File: config.mk
export PLATFORM = sky130hd
export DESIGN_NAME = iterative_muldiv_unit
export DESIGN_NICKNAME = d
export VERILOG_FILES = /design/src/rtl/iterative_muldiv_unit_pkg.sv /design/src/rtl/iterative_muldiv_unit_core.sv /design/src/rtl/iterative_muldiv_unit.sv
export SDC_FILE = /design/constraint.sdc
export NUM_CORES = 1
export LEC_CHECK = 0
export ABC_AREA = 1
export CORE_UTILIZATION = 50
export CTS_CLUSTER_SIZE = 30
export DETAILED_ROUTE_END_ITERATION = 12
export HOLD_SLACK_MARGIN = 0.02
export PLACE_DENSITY = 0.72
export SLEW_MARGIN = 40
export SYNTH_ARGS = -nofsm -noshare
export SYNTH_HDL_FRONTEND = slang
export SYNTH_SLANG_ARGS = --single-unit
File: constraint.sdc
create_clock -name clk -period 4.2 [get_ports clk]
set_input_delay 0.84 -clock clk [delete_from_list [all_inputs] [get_ports clk]]
set_output_delay 0.84 -clock clk [all_outputs]
set_load 0.02 [all_outputs]
File: src/rtl/iterative_muldiv_unit_pkg.sv
// Shared definitions for the iterative multiply/divide unit.
package iterative_muldiv_unit_pkg;

  typedef enum logic [1:0] {
    MD_MULTU = 2'd0,
    MD_DIVU  = 2'd1,
    MD_MULT  = 2'd2,
    MD_DIV   = 2'd3
  } muldiv_op_t;

  typedef enum logic [1:0] {
    IDLE,
    MUL,
    DIV,
    DONE
  } muldiv_state_t;

endpackage

File: src/rtl/iterative_muldiv_unit_core.sv
// Shift datapath for the multiply/divide unit: accumulator, shift register and
// stored multiplier/divisor. One multiplier bit or quotient bit per step; no FSM.
//   mul: {acc, sreg} holds {partial high, multiplier -> product low}
//   div: acc is the running remainder, sreg shifts dividend out / quotient in
module iterative_muldiv_unit_core #(
  parameter int unsigned WIDTH = 32
) (
  input  logic             clk,
  input  logic             reset,
  input  logic             load,
  input  logic             step,
  input  logic             is_div,
  input  logic [WIDTH-1:0] acc_in,
  input  logic [WIDTH-1:0] sreg_in,
  input  logic [WIDTH-1:0] b_in,
  output logic [WIDTH-1:0] acc_o,
  output logic [WIDTH-1:0] sreg_o,
  output logic [WIDTH-1:0] b_o
);

  logic [WIDTH-1:0] acc_q, acc_d;
  logic [WIDTH-1:0] sreg_q, sreg_d;
  logic [WIDTH-1:0] b_q, b_d;

  logic [WIDTH:0]   mul_sum;
  logic [WIDTH:0]   div_shift;
  logic             div_fits;
  logic [WIDTH-1:0] div_diff;

  // The carry out of the add becomes the new top bit as the pair shifts right.
  assign mul_sum   = {1'b0, acc_q} + (sreg_q[0] ? {1'b0, b_q} : '0);
  assign div_shift = {acc_q, sreg_q[WIDTH-1]};
  assign div_fits  = (div_shift >= {1'b0, b_q});
  // When the divisor fits the true difference is below 2^WIDTH, so the low bits suffice.
  assign div_diff  = div_shift[WIDTH-1:0] - b_q;

  // Next state: parallel load, one mul/div step, or hold.
  always_comb begin
    acc_d  = acc_q;
    sreg_d = sreg_q;
    b_d    = b_q;
    if (load) begin
      acc_d  = acc_in;
      sreg_d = sreg_in;
      b_d    = b_in;
    end else if (step) begin
      if (is_div) begin
        acc_d  = div_fits ? div_diff : div_shift[WIDTH-1:0];
        sreg_d = {sreg_q[WIDTH-2:0], div_fits};
      end else begin
        acc_d  = mul_sum[WIDTH:1];
        sreg_d = {mul_sum[0], sreg_q[WIDTH-1:1]};
      end
    end
  end

  // Datapath registers.
  always_ff @(posedge clk) begin
    if (reset) begin
      acc_q  <= '0;
      sreg_q <= '0;
      b_q    <= '0;
    end else begin
      acc_q  <= acc_d;
      sreg_q <= sreg_d;
      b_q    <= b_d;
    end
  end

  assign acc_o  = acc_q;
  assign sreg_o = sreg_q;
  assign b_o    = b_q;

endmodule

File: src/rtl/iterative_muldiv_unit.sv
// Multi-cycle multiply/divide unit producing {hi, lo} for the HI/LO commit path.
// Fixed latency of WIDTH+1 cycles from accept to out_valid.
// Build option: MULDIV_SIGNED_EN enables two's-complement MD_MULT/MD_DIV; otherwise
// those opcodes run as their unsigned counterparts.
module iterative_muldiv_unit
  import iterative_muldiv_unit_pkg::*;
#(
  parameter int unsigned WIDTH = 32
) (
  input  logic             clk,
  input  logic             reset,
  input  logic             in_valid,
  output logic             in_ready,
  input  logic [1:0]       op,
  input  logic [WIDTH-1:0] a,
  input  logic [WIDTH-1:0] b,
  input  logic             abort,
  output logic             out_valid,
  input  logic             out_ready,
  output logic [WIDTH-1:0] hi,
  output logic [WIDTH-1:0] lo,
  output logic             busy
);

  localparam int unsigned CntW = $clog2(WIDTH) + 1;

  muldiv_state_t    state_q, state_d;
  logic [CntW-1:0]  cnt_q, cnt_d;
  logic [WIDTH-1:0] hi_q, hi_d;
  logic [WIDTH-1:0] lo_q, lo_d;
  logic             out_valid_q, out_valid_d;
  logic             div0_q, div0_d;

  muldiv_op_t       op_dec;
  logic             op_is_div;
  logic [WIDTH-1:0] a_mag, b_mag;
  logic [WIDTH-1:0] res_hi, res_lo;

  logic             core_load, core_step;
  logic [WIDTH-1:0] core_acc_in, core_sreg_in, core_b_in;
  logic [WIDTH-1:0] core_acc, core_sreg, core_b;

  assign op_dec    = muldiv_op_t'(op);
  assign op_is_div = (op_dec == MD_DIVU) || (op_dec == MD_DIV);

`ifdef MULDIV_SIGNED_EN
  logic               op_signed, a_neg, b_neg;
  logic               neg_res_q, neg_res_d;
  logic               neg_rem_q, neg_rem_d;
  logic [2*WIDTH-1:0] prod_neg;

  assign op_signed = (op_dec == MD_MULT) || (op_dec == MD_DIV);
  assign a_neg     = op_signed & a[WIDTH-1];
  assign b_neg     = op_signed & b[WIDTH-1];
  assign a_mag     = a_neg ? -a : a;
  assign b_mag     = b_neg ? -b : b;
  assign prod_neg  = -{core_acc, core_sreg};
`else
  assign a_mag = a;
  assign b_mag = b;
`endif

  // Final result at DONE entry: optional sign fix, then divide-by-zero override.
  // A zero divisor already leaves the dividend magnitude in the remainder, so only lo
  // needs forcing; the remainder sign fix restores a signed dividend.
  always_comb begin
    res_hi = core_acc;
    res_lo = core_sreg;
`ifdef MULDIV_SIGNED_EN
    if (state_q == DIV) begin
      if (neg_res_q) res_lo = -core_sreg;
      if (neg_rem_q) res_hi = -core_acc;
    end else if (neg_res_q) begin
      res_hi = prod_neg[2*WIDTH-1:WIDTH];
      res_lo = prod_neg[WIDTH-1:0];
    end
`endif
    if ((state_q == DIV) && div0_q) res_lo = '1;
  end

  // FSM next state, counter, handshakes and core control.
  // The finished result is parked in the core during DONE and only copied to
  // hi_q/lo_q when consumed, so an abort in DONE leaves the previous result visible.
  always_comb begin
    state_d      = state_q;
    cnt_d        = cnt_q;
    hi_d         = hi_q;
    lo_d         = lo_q;
    out_valid_d  = out_valid_q;
    div0_d       = div0_q;
    core_load    = 1'b0;
    core_step    = 1'b0;
    core_acc_in  = '0;
    core_sreg_in = a_mag;
    core_b_in    = b_mag;
`ifdef MULDIV_SIGNED_EN
    neg_res_d    = neg_res_q;
    neg_rem_d    = neg_rem_q;
`endif
    case (state_q)
      IDLE: begin
        if (in_valid && !abort) begin
          state_d   = op_is_div ? DIV : MUL;
          cnt_d     = CntW'(WIDTH);
          core_load = 1'b1;
          div0_d    = (b == '0);
`ifdef MULDIV_SIGNED_EN
          neg_res_d = a_neg ^ b_neg;
          neg_rem_d = a_neg;
`endif
        end
      end
      MUL, DIV: begin
        if (abort) begin
          state_d = IDLE;
        end else if (cnt_q == '0) begin
          state_d      = DONE;
          out_valid_d  = 1'b1;
          core_load    = 1'b1;
          core_acc_in  = res_hi;
          core_sreg_in = res_lo;
          core_b_in    = core_b;
        end else begin
          core_step = 1'b1;
          cnt_d     = cnt_q - CntW'(1);
        end
      end
      DONE: begin
        if (abort) begin
          state_d     = IDLE;
          out_valid_d = 1'b0;
        end else if (out_ready) begin
          state_d     = IDLE;
          out_valid_d = 1'b0;
          hi_d        = core_acc;
          lo_d        = core_sreg;
        end
      end
      default: state_d = IDLE;
    endcase
  end

  // Control state and committed result registers.
  always_ff @(posedge clk) begin
    if (reset) begin
      state_q     <= IDLE;
      cnt_q       <= '0;
      hi_q        <= '0;
      lo_q        <= '0;
      out_valid_q <= 1'b0;
      div0_q      <= 1'b0;
`ifdef MULDIV_SIGNED_EN
      neg_res_q   <= 1'b0;
      neg_rem_q   <= 1'b0;
`endif
    end else begin
      state_q     <= state_d;
      cnt_q       <= cnt_d;
      hi_q        <= hi_d;
      lo_q        <= lo_d;
      out_valid_q <= out_valid_d;
      div0_q      <= div0_d;
`ifdef MULDIV_SIGNED_EN
      neg_res_q   <= neg_res_d;
      neg_rem_q   <= neg_rem_d;
`endif
    end
  end

  iterative_muldiv_unit_core #(
    .WIDTH (WIDTH)
  ) u_core (
    .clk     (clk),
    .reset   (reset),
    .load    (core_load),
    .step    (core_step),
    .is_div  (state_q == DIV),
    .acc_in  (core_acc_in),
    .sreg_in (core_sreg_in),
    .b_in    (core_b_in),
    .acc_o   (core_acc),
    .sreg_o  (core_sreg),
    .b_o     (core_b)
  );

  assign in_ready  = (state_q == IDLE);
  assign busy      = (state_q != IDLE);
  assign out_valid = out_valid_q;
  assign hi        = out_valid_q ? core_acc : hi_q;
  assign lo        = out_valid_q ? core_sreg : lo_q;

endmodule
After elaboration in Yosys (flattened, before gate mapping)
Cells that the tools add are included.
- register bits after elaboration: 170
- bits of input ports: 71
- output and inout bits: 67
- reductions and logical operators: 20
- multiplexer cells: 43
- equal/unequal tests: 14
- bitwise gates (word level): 1
- $lt $le $gt $ge: 1
- add/sub/neg operators: 3
- operators with widths (kind ; number):
    $mux 32 ; 20
    $add 32x33->33 ; 1
    $ge 33x32->1 ; 1
    $logic_not 32->1 ; 1
    $sub 32x32->32 ; 1
    $mux 6 ; 3
    $mux 2 ; 6
    $pmux 6 s2 ; 1
    $mux 1 ; 10
    $ne 3x3->1 const B ; 3
    $reduce_and 2->1 ; 4
    $reduce_and 4->1 ; 2
    $reduce_bool 2->1 ; 4
    $eq 2x2->1 const B ; 3
    $logic_not 6->1 ; 1
    $ne 2x2->1 const B ; 3
    $pmux 2 s3 ; 1
    $reduce_and 3->1 ; 2
    $sub 6x1->6 const B ; 1
    $ne 5x5->1 const B ; 1
    $eq 2x1->1 const B ; 2
    $ne 4x4->1 const B ; 1
    $pmux 1 s2 ; 2
    $logic_and 1x1->1 ; 2
    other kinds (6) ; 6

Longest topological paths before layout
- depth in word-level cells: 7
- depth in mapped cells: 20
- depth with buffers taken out: 18

By module
A second synthesis with hierarchy kept.
- cells, all modules: 2419
- area total of the unflattened synthesis: 14086.0 µm²
- by module, submodules not included (module ; instances ; cells each ; area an instance (µm²) ; sequential area each (µm²)):
    iterative_muldiv_unit_core ; 1 ; 1549 ; 9150.0 ; 1921.8
    iterative_muldiv_unit ; 1 ; 870 ; 4936.0 ; 1481.4

Worst setup path after synthesis
No wires, ideal clock.
- path type: flip-flop to flip-flop
- from: reg u_core.sreg_q[0] (netlist: u_core.sreg_o[0])
- to: reg u_core.acc_q[31] (netlist: u_core.acc_o[31])
- cell stages (with the launch flop): 21
- setup slack: 1509 ps
- arrival: 2621 ps
- period minus slack after synthesis: 2691 ps
- buffers on the path: 2
- required time: 4130 ps
- library setup time: 70 ps
- path through: dfxtp_1 -> clkbuf_1 -> clkbuf_1 -> nand2_1 -> inv_1 -> ha_1 -> inv_1 -> fa_1 -> o21ai_0 -> nand2_1 -> nand2_1 -> nand2_1 -> nand2_1 -> nand2_1 -> nand2_1 -> nand2_1 -> nand2_1 -> nand2_1 -> inv_1 -> nand2_1 -> a21oi_1
- cells in the longest elaborated chain, start to end: 5
- RTL lines (item ; line ; source):
    from (decl) ; iterative_muldiv_unit_core.sv:22 ; logic [WIDTH-1:0] sreg_q, sreg_d;
    from (signal assigned) ; iterative_muldiv_unit_core.sv:65 ; sreg_q <= sreg_d;
    $mux 32 ; iterative_muldiv_unit_core.sv:31 ; assign mul_sum = {1'b0, acc_q} + (sreg_q[0] ? {1'b0, b_q} : '0);
    $add 32x33->33 ; iterative_muldiv_unit_core.sv:31 ;
    $mux 32 ; iterative_muldiv_unit_core.sv:47 ; if (is_div) begin
    $mux 32 ; iterative_muldiv_unit_core.sv:46 ; end else if (step) begin
    $mux 32 ; iterative_muldiv_unit_core.sv:42 ; if (load) begin
    to (signal assigned) ; iterative_muldiv_unit_core.sv:60 ; acc_q <= '0;
    to (signal assigned) ; iterative_muldiv_unit_core.sv:64 ; acc_q <= acc_d;
    to (decl) ; iterative_muldiv_unit_core.sv:21 ; logic [WIDTH-1:0] acc_q, acc_d;
Every way passes these cells. The select of a mux whose other input is x is not followed.
A chain may end at the register's enable or synchronous reset.

Worst setup path in the final report
- from: reg out_valid_q (netlist: out_valid)
- to: out hi[13]
- cells in the longest elaborated chain, start to end: 1
- RTL lines (item ; line ; source):
    from (decl) ; iterative_muldiv_unit.sv:31 ; logic out_valid_q, out_valid_d;
    from (signal assigned) ; iterative_muldiv_unit.sv:161 ; out_valid_q <= out_valid_d;
    $mux 32 ; iterative_muldiv_unit.sv:189 ; assign hi = out_valid_q ? core_acc : hi_q;
    to (decl) ; iterative_muldiv_unit.sv:20 ; output logic [WIDTH-1:0] hi,
Every way passes these cells.

==> results.json <==
{
  "period_share_pct": 78.0,
  "cp-end-kind": "primary output",
  "synth.top_cells.by_area": "dfxtp_1 (26%), nand2_1 (18%), inv_1 (11%), o21ai_0 (9.1%), a21oi_1 (9.0%)",
  "die_y_um": 163,
  "timing.rr.start": "u_core.b_o[7]$_SDFFE_PP0P_",
  "hold_violations": 0,
  "period_needed_ns": 3.28,
  "crit_path_max_incr_delay_ns": 0.79,
  "die_x_um": 163,
  "max_slew_margin_pct": 52.0,
  "via_per_inst": 5.37,
  "synth_edf_count": 0,
  "synth_cell_type_count": 36,
  "grt_max_degree": 82,
  "cp-start-kind": "flip-flop",
  "min_from": "hi_q[7]$_SDFFE_PP0P_",
  "portBuffers": 136,
  "cts_buffers": 17,
  "final_antenna_net_count": 0,
  "clockBufferDepth": 2,
  "cts_root_buf": "clkbuf_16",
  "post_cts_buffers": 0,
  "ys_seq_area_share_pct": 26.4,
  "drt_iter0_markers": 1297,
  "fmax_mhz": 305,
  "setup_ws_ns": 0.922,
  "hp-class": "flip-flop to flip-flop",
  "yosys-top-cells-count": "nand2_1 (636), inv_1 (362), o21ai_0 (234)",
  "path_max_fanout": 72,
  "cts_tree": "yes",
  "wl_per_cell_um": 16.3,
  "worstSetupPathType": "flip-flop to primary output",
  "fillers": 2561,
  "ctsHoldBuffers": 0,
  "coreArea_um2": 25300,
  "final.setup_skew_ns": 0.0212,
  "dieArea_um2": 26500,
  "diodes": 0,
  "tns_ns": 0,
  "synth_top_cell_area_share_pct": 26.4,
  "synth_nets": 2350,
  "dr_total_vias": 14200,
  "reg2reg_to": "u_core.acc_o[27]$_SDFFE_PP0P_",
  "status": "finished, final reports clean",
  "powerDensity_nw_per_um2": 626,
  "rsz0062_at_grt": "no",
  "netlist_area_um2": 12900,
  "avgSynthCellArea_um2": 5.85,
  "crit_slowest_cell": "dfxtp_4",
  "whs_path_depth": 2,
  "hold-path-endpoint": "hi_q[7]$_SDFFE_PP0P_",
  "r2r_setup_slack_ns": 1.04,
  "yosysTopAreaCell": "dfxtp_1",
  "drv_cap": 0,
  "cts_sinks": 170,
  "dp_hpwl_um": 33200,
  "overflow": 0,
  "grt_pass1_wl_um": 67900,
  "syn_to_final_growth_pct": 17.5,
  "worstPathCellList": "buf_12 > nand2_1 > o21ai_0 > clkdlybuf4s50_1",
  "initial_core_util_pct": 51.1,
  "dr.pass1.iters": 5,
  "pin_count": 138,
  "maxSlewViolCount": 0,
  "crit_buf_inv": 2,
  "finalNetCount": 2440,
  "grt_util_all_layers_pct": 32.8,
  "ys_ff_latch": 170,
  "arrival_ns": 2.44,
  "worst_slew_pin_slew_ns": 0.714,
  "clk_latency_ns": 0.45,
  "synth.most_common_cell": "nand2_1",
  "vdd.ir_drop.worst_mv": 0.327,
  "first_global_vias": 12700,
  "final_util_pct": 60.1,
  "power.total_uw": 9500,
  "routed_wl_um": 43000,
  "cp.required_ns": 3.36,
  "htreeDepth": 4,
  "setup-violations-final": 0,
  "worstRegToRegCells": 16,
  "synth_flop_cell": "dfxtp_1",
  "async_flop_share_pct": 0,
  "place_congestion": 0.987,
  "num_rows": 58,
  "cts_resized": 0,
  "drc": 0,
  "syn_inst": 2209,
  "p_leak_uw": 0.00699,
  "path_delay_family": "buffers and inverters",
  "synth_warnings": 0,
  "antenna_found_initial": 0,
  "dp_slack_ns": 0.640,
  "drive_above_1_share_pct": 3.72,
  "clk_pin_slew_worst_paths_ns": 0.07
}
[worst max-delay path by stage]
stage	startpoint	to	slack, ns	cells past startpoint
floorplan	u_core.sreg_o[0]$_SDFFE_PP0P_	u_core.acc_o[31]$_SDFFE_PP0P_	1.51	20
global placement	abort	u_core.sreg_o[2]$_SDFFE_PP0P_	0.65	11
detailed placement	abort	u_core.sreg_o[1]$_SDFFE_PP0P_	0.64	11
CTS	out_valid$_SDFFE_PP0P_	hi[13]	0.92	4
global route	abort	u_core.sreg_o[2]$_SDFFE_PP0P_	0.74	11
finish	out_valid$_SDFFE_PP0P_	hi[13]	0.92	4
[kinds of logic (layout without fill, tap and decap cells)]
family | Yosys count | in the layout | synth area share (%)
AOI/OAI and AO/OA | 542 | 542 | 21.7
xor gates and xnor gates | 17 | 17 | 1.15
adders and majority gates | 70 | 70 | 6.90
buffers and inverters | 461 | 564 | 13.7
DFF | 170 | 170 | 26.4
and+or+nand+nor | 949 | 949 | 30.2
[cell usage in the layout, fill, tap and decap left out, types with 6 or more instances in the layout]
cell / instances
clkdlybuf4s50_1: 136
buf_4: 25
nand3b_1: 6
inv_1: 360
o21ai_0: 234
inv_8: 6
o21ai_1: 29
nand4_1: 14
nand2_1: 636
inv_2: 6
nor4_1: 10
a21oi_1: 231
o22ai_1: 31
nor3_1: 19
xor2_1: 14
dfxtp_1: 169
o21bai_1: 7
nor2_1: 111
clkbuf_16: 17
nand3_1: 134
or2_2: 6
ha_1: 67
[metal layers]
layer  global-route usage (%)  part of all wire [%]
met4                     10.6                   2.9
met2                     52.7                    44
met1                     45.5                    47
met3                     4.00                   6.1
met5                        0                     0
[flip-flops by register name (all words and copies together), names as in the netlist]
signal,cells
cnt_q,6
div0_q,1
hi_q,32
lo_q,32
out_valid,1
state_q,2
u_core.acc_o,32
u_core.b_o,32
u_core.sreg_o,32
[tightest hold or removal path, cell delays in order (launching register included)]
cell and delay (ns):
dfxtp_1 0.30, inv_1 0.05, a21oi_1 0.05
[cell type report]
| cell class | count | area [µm²] | share of cell area [%] |
|---|---|---|---|
| Sequential cell | 170 | 3410 | 22.4 |
| Clock inverter | 14 | 151 | 0.998 |
| Tap cell | 330 | 413 | 2.72 |
| Timing Repair Buffer | 165 | 1630 | 10.7 |
| Inverter | 367 | 1380 | 9.08 |
| Multi-Input combinational cell | 1578 | 7770 | 51.2 |
| Clock buffer | 18 | 429 | 2.83 |
[power breakdown]
| part | total [µW] | switching, µW | internal (µW) |
|---|---|---|---|
| combinational | 5640 | 3890 | 1750 |
| clock | 1610 | 807 | 799 |
| sequential | 2260 | 330 | 1930 |
[per-stage QoR]
| step | instance area [µm²] | instances | hold WS (ns) |
|---|---|---|---|
| final | 15200 | 2642 | 0.448 |
| after CTS | 15200 | 2642 | 0.448 |
| after detailed placement | 14600 | 2610 | 0.437 |
| after global placement | 14600 | 2609 | 0.433 |
| after floorplan | 12900 | 2209 | 0.424 |
| after global routing | 15200 | 2642 | 0.466 |
Power figures use the tool's default switching activity.
